[src/rtl/reg_display_ctrl.sv]
// Register-debug display controller: debounced buttons step the register index,
// and the selected value (or the next PC) is scanned onto an 8-digit seven-segment display.
module reg_display_ctrl #(
  parameter int REFRESH_DIV     = 100000,
  parameter int DEBOUNCE_CYCLES = 1000000
) (
  input  logic        CLK,
  input  logic        Reset,
  input  logic        BtnNext,
  input  logic        BtnPrev,
  input  logic        ShowPC,
  input  logic [31:0] PCNext,
  input  logic [31:0] DispRegData,
  output logic [4:0]  DispReadReg,
  output logic [7:0]  AN,
  output logic [6:0]  SEG,
  output logic        DP
);

  localparam int DIV_W = $clog2(REFRESH_DIV);
  localparam int DEB_W = $clog2(DEBOUNCE_CYCLES + 1);
  localparam logic [DIV_W-1:0] DIV_LAST = DIV_W'(REFRESH_DIV - 1);
  localparam logic [DEB_W-1:0] DEB_LAST = DEB_W'(DEBOUNCE_CYCLES - 1);

  function automatic logic [6:0] hex7(input logic [3:0] v);
    case (v)
      4'h0:    return 7'b1000000;
      4'h1:    return 7'b1111001;
      4'h2:    return 7'b0100100;
      4'h3:    return 7'b0110000;
      4'h4:    return 7'b0011001;
      4'h5:    return 7'b0010010;
      4'h6:    return 7'b0000010;
      4'h7:    return 7'b1111000;
      4'h8:    return 7'b0000000;
      4'h9:    return 7'b0010000;
      4'hA:    return 7'b0001000;
      4'hB:    return 7'b0000011;
      4'hC:    return 7'b1000110;
      4'hD:    return 7'b0100001;
      4'hE:    return 7'b0000110;
      default: return 7'b0001110;
    endcase
  endfunction

  // Bit 0 is the Next button, bit 1 the Prev button throughout.
  logic [1:0]       w_raw;
  logic [1:0]       r_sync_a;
  logic [1:0]       r_sync_b;
  logic [1:0]       r_level;
  logic [1:0]       r_level_d;
  logic [1:0]       r_pulse;
  logic [DEB_W-1:0] r_deb_cnt [2];

  assign w_raw = {BtnPrev, BtnNext};

  // NOTE: all state uses non-blocking assignments so every register samples
  // the pre-edge values of its neighbours, regardless of statement order.
  always_ff @(posedge CLK) begin
    if (Reset) begin
      r_sync_a     <= '0;
      r_sync_b     <= '0;
      r_level      <= '0;
      r_level_d    <= '0;
      r_pulse      <= '0;
      r_deb_cnt[0] <= '0;
      r_deb_cnt[1] <= '0;
    end else begin
      r_sync_a  <= w_raw;
      r_sync_b  <= r_sync_a;
      r_level_d <= r_level;
      r_pulse   <= r_level & ~r_level_d;
      for (int b = 0; b < 2; b++) begin
        if (r_sync_b[b] == r_level[b]) begin
          r_deb_cnt[b] <= '0;
        end else if (r_deb_cnt[b] == DEB_LAST) begin
          r_level[b]   <= ~r_level[b];
          r_deb_cnt[b] <= '0;
        end else begin
          r_deb_cnt[b] <= r_deb_cnt[b] + 1'b1;
        end
      end
    end
  end

  logic [4:0] r_index;

  always_ff @(posedge CLK) begin
    if (Reset) begin
      r_index <= '0;
    end else begin
      case (r_pulse)
        2'b01:   r_index <= r_index + 5'd1;
        2'b10:   r_index <= r_index - 5'd1;
        default: r_index <= r_index;
      endcase
    end
  end

  assign DispReadReg = r_index;

  logic [DIV_W-1:0] r_div;
  logic [2:0]       r_digit;
  logic [31:0]      r_snap;
  logic             w_div_tc;
  logic [31:0]      w_src;
  logic [3:0]       w_nibble;

  assign w_div_tc = (r_div == DIV_LAST);
  assign w_src    = ShowPC ? PCNext : DispRegData;
  assign w_nibble = r_snap[{r_digit, 2'b00} +: 4];

  // The snapshot only reloads as digit 7 hands over to digit 0, so a frame never tears.
  always_ff @(posedge CLK) begin
    if (Reset) begin
      r_div   <= '0;
      r_digit <= '0;
      r_snap  <= '0;
      AN      <= 8'b1111_1110;
      SEG     <= 7'b1000000;
      DP      <= 1'b1;
    end else begin
      if (w_div_tc) begin
        r_div   <= '0;
        r_digit <= r_digit + 3'd1;
        if (r_digit == 3'd7) begin
          r_snap <= w_src;
        end
      end else begin
        r_div <= r_div + 1'b1;
      end
      AN  <= ~(8'b0000_0001 << r_digit);
      SEG <= hex7(w_nibble);
      DP  <= ~((r_digit == 3'd7) && ShowPC);
    end
  end

endmodule

[config.mk]
export PLATFORM = sky130hd
export DESIGN_NAME = reg_display_ctrl
export DESIGN_NICKNAME = d
export VERILOG_FILES = /design/src/rtl/reg_display_ctrl.sv
export SDC_FILE = /design/constraint.sdc
export NUM_CORES = 1
export LEC_CHECK = 0
export ABC_AREA = 0
export BUFFER_PORTS_ARGS = -buffer_cell sky130_fd_sc_hd__clkbuf_2
export CELL_PAD_IN_SITES_DETAIL_PLACEMENT = 0
export CELL_PAD_IN_SITES_GLOBAL_PLACEMENT = 2
export CORE_MARGIN = 2
export CORE_UTILIZATION = 39
export DETAILED_ROUTE_END_ITERATION = 12
export PLACE_DENSITY_LB_ADDON = 0.25
export SLEW_MARGIN = 20
export SYNTH_ARGS = -nofsm -noshare
export SYNTH_HDL_FRONTEND = slang
export SYNTH_SLANG_ARGS = --single-unit
[constraint.sdc]
create_clock -name CLK -period 5.3 [get_ports CLK]
set_input_delay 0.265 -clock CLK [delete_from_list [all_inputs] [get_ports CLK]]
set_output_delay 0.265 -clock CLK [all_outputs]
set_load 0.01 [all_outputs]
; ---- Word-level counts from Yosys, hierarchy flattened
; Memory sizes are Yosys's and may differ from the RTL's. A register that Yosys moved wholly into a read port is not among the register bits.
; Index checks and enable logic that the tools add are counted.
[totals]
wordCells = 82
ram_bits = 40
latch_bits = 0
register_bits = 76
n_memories = 2
inputBits = 69
mem_bits_ro = 112
out_inout_bits = 21
[op_classes]
n_addsub = 6
n_mux = 32
multipliers = 0
bitwise_logic = 14
order_cmp = 0
n_eq_ne = 8
shifts = 2
reduce_logical = 6
div = 0
[mem_list]
columns = memory, depth, width, rd, rd_ports_with_merged_regs, write_ports, line
row1 = (name not given), 16, 7, 1, 1, 0, 26  ; case (v)
row2 = r_deb_cnt, 2, 20, 2, 0, 2, 53  ; logic [DEB_W-1:0] r_deb_cnt [2];
[op_table]
columns = operator, count
row1 = 20-bit two-way mux, 6
row2 = "20-bit by 1-bit adder with 20-bit output, second input constant", 2
row3 = "20-bit equality test, second input constant", 2
row4 = 32-bit two-way mux, 1
row5 = 32-bit by 6-bit variable part select with 4-bit output, 1
row6 = 1-bit two-way mux, 24
row7 = "17-bit by 1-bit adder with 17-bit output, second input constant", 1
row8 = "17-bit equality test, second input constant", 1
row9 = 5-bit one-hot mux with 2 select lines, 1
row10 = 8-bit inverter, 1
row11 = "1-bit by 3-bit left shift with 8-bit output, first input constant", 1
row12 = 1-bit OR, 6
row13 = 2-bit AND reduction, 3
row14 = "5-bit by 1-bit adder with 5-bit output, second input constant", 1
row15 = 1-bit inverter, 5
row16 = "5-bit by 1-bit subtractor with 5-bit output, second input constant", 1
row17 = "3-bit by 1-bit adder with 3-bit output, second input constant", 1
row18 = "3-bit equality test, second input constant", 1
row19 = 2-bit bitwise AND, 1
row20 = 1-bit equality test, 2
row21 = "2-bit by 1-bit equality test with 1-bit output, second input constant", 1
row22 = "2-bit equality test, second input constant", 1
row23 = 2-bit inverter, 1
row24 = 2-bit nonzero test, 1
row25 = other kinds (2), 2

; ---- Longest topological paths before layout
[depth]
word_depth = 7
depth_mapped = 9

; ---- Worst setup path after synthesis
; No wires, ideal clock.
[synth_path]
path_type = reg-to-reg
startpoint = register r_digit[0]
endpoint = register SEG[5]
slack_ns = 3.060
required_ns = 5.170
period_less_slack_ns = 2.240
setup_time_ns = 0.130
path_stages_with_launch = 9
t_arrival_ns = 2.109
path_cell_list = dfxtp_1 -> buf_6 -> mux4_1 -> mux2i_1 -> inv_1 -> ha_1 -> and2_1 -> a21oi_1 -> o31ai_2
[synth_between]
elab_chain_cells = 1
[synth_rtl]
columns = element, line
row1 = "start, declared", 103  ; logic [2:0] r_digit;
row2 = "start signal, assigned", 125  ; r_digit <= r_digit + 3'd1;
row3 = 32-bit by 6-bit variable part select with 4-bit output, 111  ; assign w_nibble = r_snap[{r_digit, 2'b00} +: 4];
row4 = "end, declared", 16  ; output logic [6:0] SEG,
; Every way passes these cells.
; A chain may end at the register's enable or synchronous reset.

; ---- Worst setup path after layout
; Same ends and word-level chain as after synthesis.

==> summary.md <==
| Metric | Value |
|---|---|
| Post-synth top area share | 0.275 |
| Hpwl dp | 8650 um |
| Max Fclk | 0.363 GHz |
| Pint | 0.00168 W |
| Clk pin slew, worst setup/hold paths | 0.05 ns |
| Yosys reg bits | 123 |
| Combinational family with the most area after synthesis | simple AND/OR/NAND/NOR gates |
| Endpoints failing hold | 0 |
| Post-synthesis compound-gate area fraction | 0.0737 |
| # IOs | 90 |
| Clock Sinks | 123 |
| Max_slew headroom | 0.334 |
| Root Buffer | clkbuf_16 |
| Core box area | 15100 um^2 |
| CTS tree | yes |
| Peak supply drop | 0.228 mV |
| Mux cell area share after synthesis | 0.104 |
| Synth Area in Simple Gates | 0.190 |
| Port-buffer cells | 89 |
| Setup TNS | 0 ns |
| Synth cell count leaders | 112 x nor2_1, 83 x dfxtp_1, 42 x mux2i_1 |
| Area share of xor/xnor cells in the synthesized design | 0.0812 |
| Yosys warnings | 0 |
| Die ar. | 16500 um^2 |
| Site row count | 45 |
| R2R setup slack | 2.54 ns |
| Routed Antenna Nets | 0 |
| Gr usage total | 0.155 |
| Max-slew violations | 0 |
| Htree depth | 4 |
| Top cells by area, synth | dfxtp_1 28%, edfxtp_1 20%, mux2i_1 7.0% |
| NumNets Final | 802 |
| Worst setup margin | 2.54 ns |
| P per Cell Area | 296 nW/um^2 |
| RSZ-0062 raised after global routing | false |
| Initial antenna violation count | 0 |
| Post-CTS Resized | 0 |
| Gpl congestion | 0.748 |
| Clk pwr share | 0.493 |
| Kind of critical path | flip-flop to flip-flop |
| Vias/cell | 4.82 |
| Sw Share | 0.221 |
| Post-route minimum period | 2.76 ns |
| Grt ovf | 0 |
| Adder-cell share of the synthesized area | 0.0427 |
| Cts bufs inserted | 17 |
| Number of global-route vias before repair | 4221 |
| Routed len/inst | 13.0 um |
| Hold-fix buffers, CTS | 0 |
| Worst Setup SP | r_digit[0]$_SDFFE_PP0P_ |
| Syn avg cell area | 10.2 um^2 |
| Hold Crit Class | primary input to flip-flop |
| Worst skew pair latency | 0.42 ns |
| Post-synthesis sequential area ratio | 0.474 |
| EDFF count, synth | 40 |
| Max Cap Viol | 0 |
| Critical R2R Launch | r_digit[0]$_SDFFE_PP0P_ |
| Top-count cell post-synth | nor2_1 |
| Psw | 0.000478 W |
| Initial Utilization | 0.399 |
| CP Capture Type | flip-flop |
| Max Clock Skew | 0.00600 ns |
| Status | finished clean |
| WHS | 0.0908 ns |
| Final Power | 0.00216 W |
| Post-route DRC | 0 |
| Largest net degree at the start of global routing | 65 |
| Die height | 128 um |
| TritonRoute pass-1 iters | 4 |
| Worst-path maximum fanout | 13 |
| Area leader, netlist | dfxtp_1 |
| Routed WL | 11900 um |
| Worst setup SP type | flip-flop |
| Placed cells | 882 |
| Drt first-iter violations | 189 |
| Synth Flop Type | dfxtp_1 |
| Count of cell types in the netlist | 57 |
| Cell Area, Synth | 6040 um^2 |
| Measured slew at the worst slew-check pin | 0.999 ns |
| Post-CTS Setup Bufs | 0 |
| First-pass GRT wire length | 20000 um |
| Lkg Pwr | 2.97 nW |
| Final setup violation count | 0 |
| Worst Path Required | 5.58 ns |
| Via count | 4406 |
| Non-Filler Instances | 914 |
| Fin crit share | 0.520 |
| Share of layout cells above drive strength 1 | 0.197 |
| Comb power frac | 0.041 |
| Die Wd | 128 um |
| Area Overhead vs Synth | 20.8% |
| CP arrival | 3.03 ns |
| Share of power burned in registers | 0.466 |
| Asr flop ratio synth | 0 |
| CTS Buffer Depth | 2 |
| Min-Delay Startpoint | BtnPrev |
| Cells after Synth | 591 |
| Worst slack, placed | 2.53 ns |
| Ant diodes | 0 |
-- cell type report --
type                            instances  area [um^2]
Clock inverter                         11         65.1
Tap cell                              188          235
Inverter                               17         63.8
Fill cell                            1482         7850
Multi-Input combinational cell        463         3120
Clock buffer                           21          483
Timing Repair Buffer                   91          460
Sequential cell                       123         2860
-- power groups by stage --
stage,clock network (W),registers [W],logic (W)
floorplan,0,0.00102,0.0000567
global placement,0,0.00102,0.0000885
detailed placement,0,0.00103,0.0000897
CTS,0.00109,0.00101,0.0000901
global route,0.00113,0.00101,0.000100
finish,0.00106,0.00101,0.0000888
-- per-stage QoR --
stage	area, um^2	util
4_1_cts	7290	0.482
5_1_grt	7290	0.482
6_report	7290	0.482
2_1_floorplan	6190	-
3_3_place_gp	6750	0.445
3_5_place_dp	6750	0.445
-- layout by cell type (no fill, tap or decap), types with 2 or more instances in the layout --
| master | n |
|---|---|
| clkbuf_2 | 89 |
| edfxtp_1 | 40 |
| and2_1 | 2 |
| mux4_1 | 3 |
| o21ai_0 | 2 |
| nand2_1 | 29 |
| a21oi_1 | 10 |
| inv_1 | 15 |
| clkbuf_16 | 19 |
| nor2_1 | 112 |
| mux2i_1 | 42 |
| dfxtp_1 | 83 |
| xor2_1 | 37 |
| and4_1 | 4 |
| xnor2_1 | 19 |
| nand2_2 | 2 |
| buf_4 | 2 |
| nor2b_1 | 10 |
| ha_1 | 19 |
| and3_1 | 18 |
| nor4b_1 | 4 |
| mux2_4 | 2 |
| clkinv_2 | 7 |
| nand4_1 | 14 |
| clkinv_4 | 2 |
| nand3_1 | 25 |
| conb_1 | 40 |
| clkbuf_1 | 2 |
| mux4_2 | 3 |
| nor3_1 | 6 |
| a211oi_1 | 33 |
| inv_4 | 2 |
| and4bb_2 | 2 |
-- sequential cells by signal, summed over array words and instances, names as in the netlist, 3 cells and up --
| register | count |
|---|---|
| AN | 8 |
| r_deb_cnt | 40 |
| SEG | 7 |
| r_digit | 3 |
| DispReadReg | 5 |
| r_snap | 32 |
| r_div | 17 |
-- final timing paths --
check,end,cells past startpoint
worst min register to register,r_pulse[0]$_SDFF_PP0_,1
worst max register to register,SEG[5]$_SDFF_PP0_,7
worst max-delay path,SEG[5]$_SDFF_PP0_,7
worst min-delay path,r_sync_a[1]$_SDFF_PP0_,2
-- logic make-up (layout without fill, tap and decap cells) --
group / Yosys count / in the layout
buf+inv: 44 / 140
fa+ha+maj: 20 / 20
simple gates: 237 / 237
xor+xnor: 56 / 56
mux: 52 / 52
other cells: 1 / 40
flops: 123 / 123
compound gates: 58 / 58
-- routing by layer --
layer | GRT usage | part of all wire
met1 | 0.200 | 0.49
met2 | 0.247 | 0.45
met3 | 0.0437 | 0.040
met4 | 0.0621 | 0.019
met5 | 0 | 0
-- critical path: stages (launching register included) --
cell and delay (ns):
dfxtp_1 0.77, mux4_1 0.63, mux2i_1 0.37, inv_1 0.18, ha_1 0.27, and2_1 0.16, a21oi_1 0.16, o31ai_2 0.07
Power figures use the tool's default switching activity.
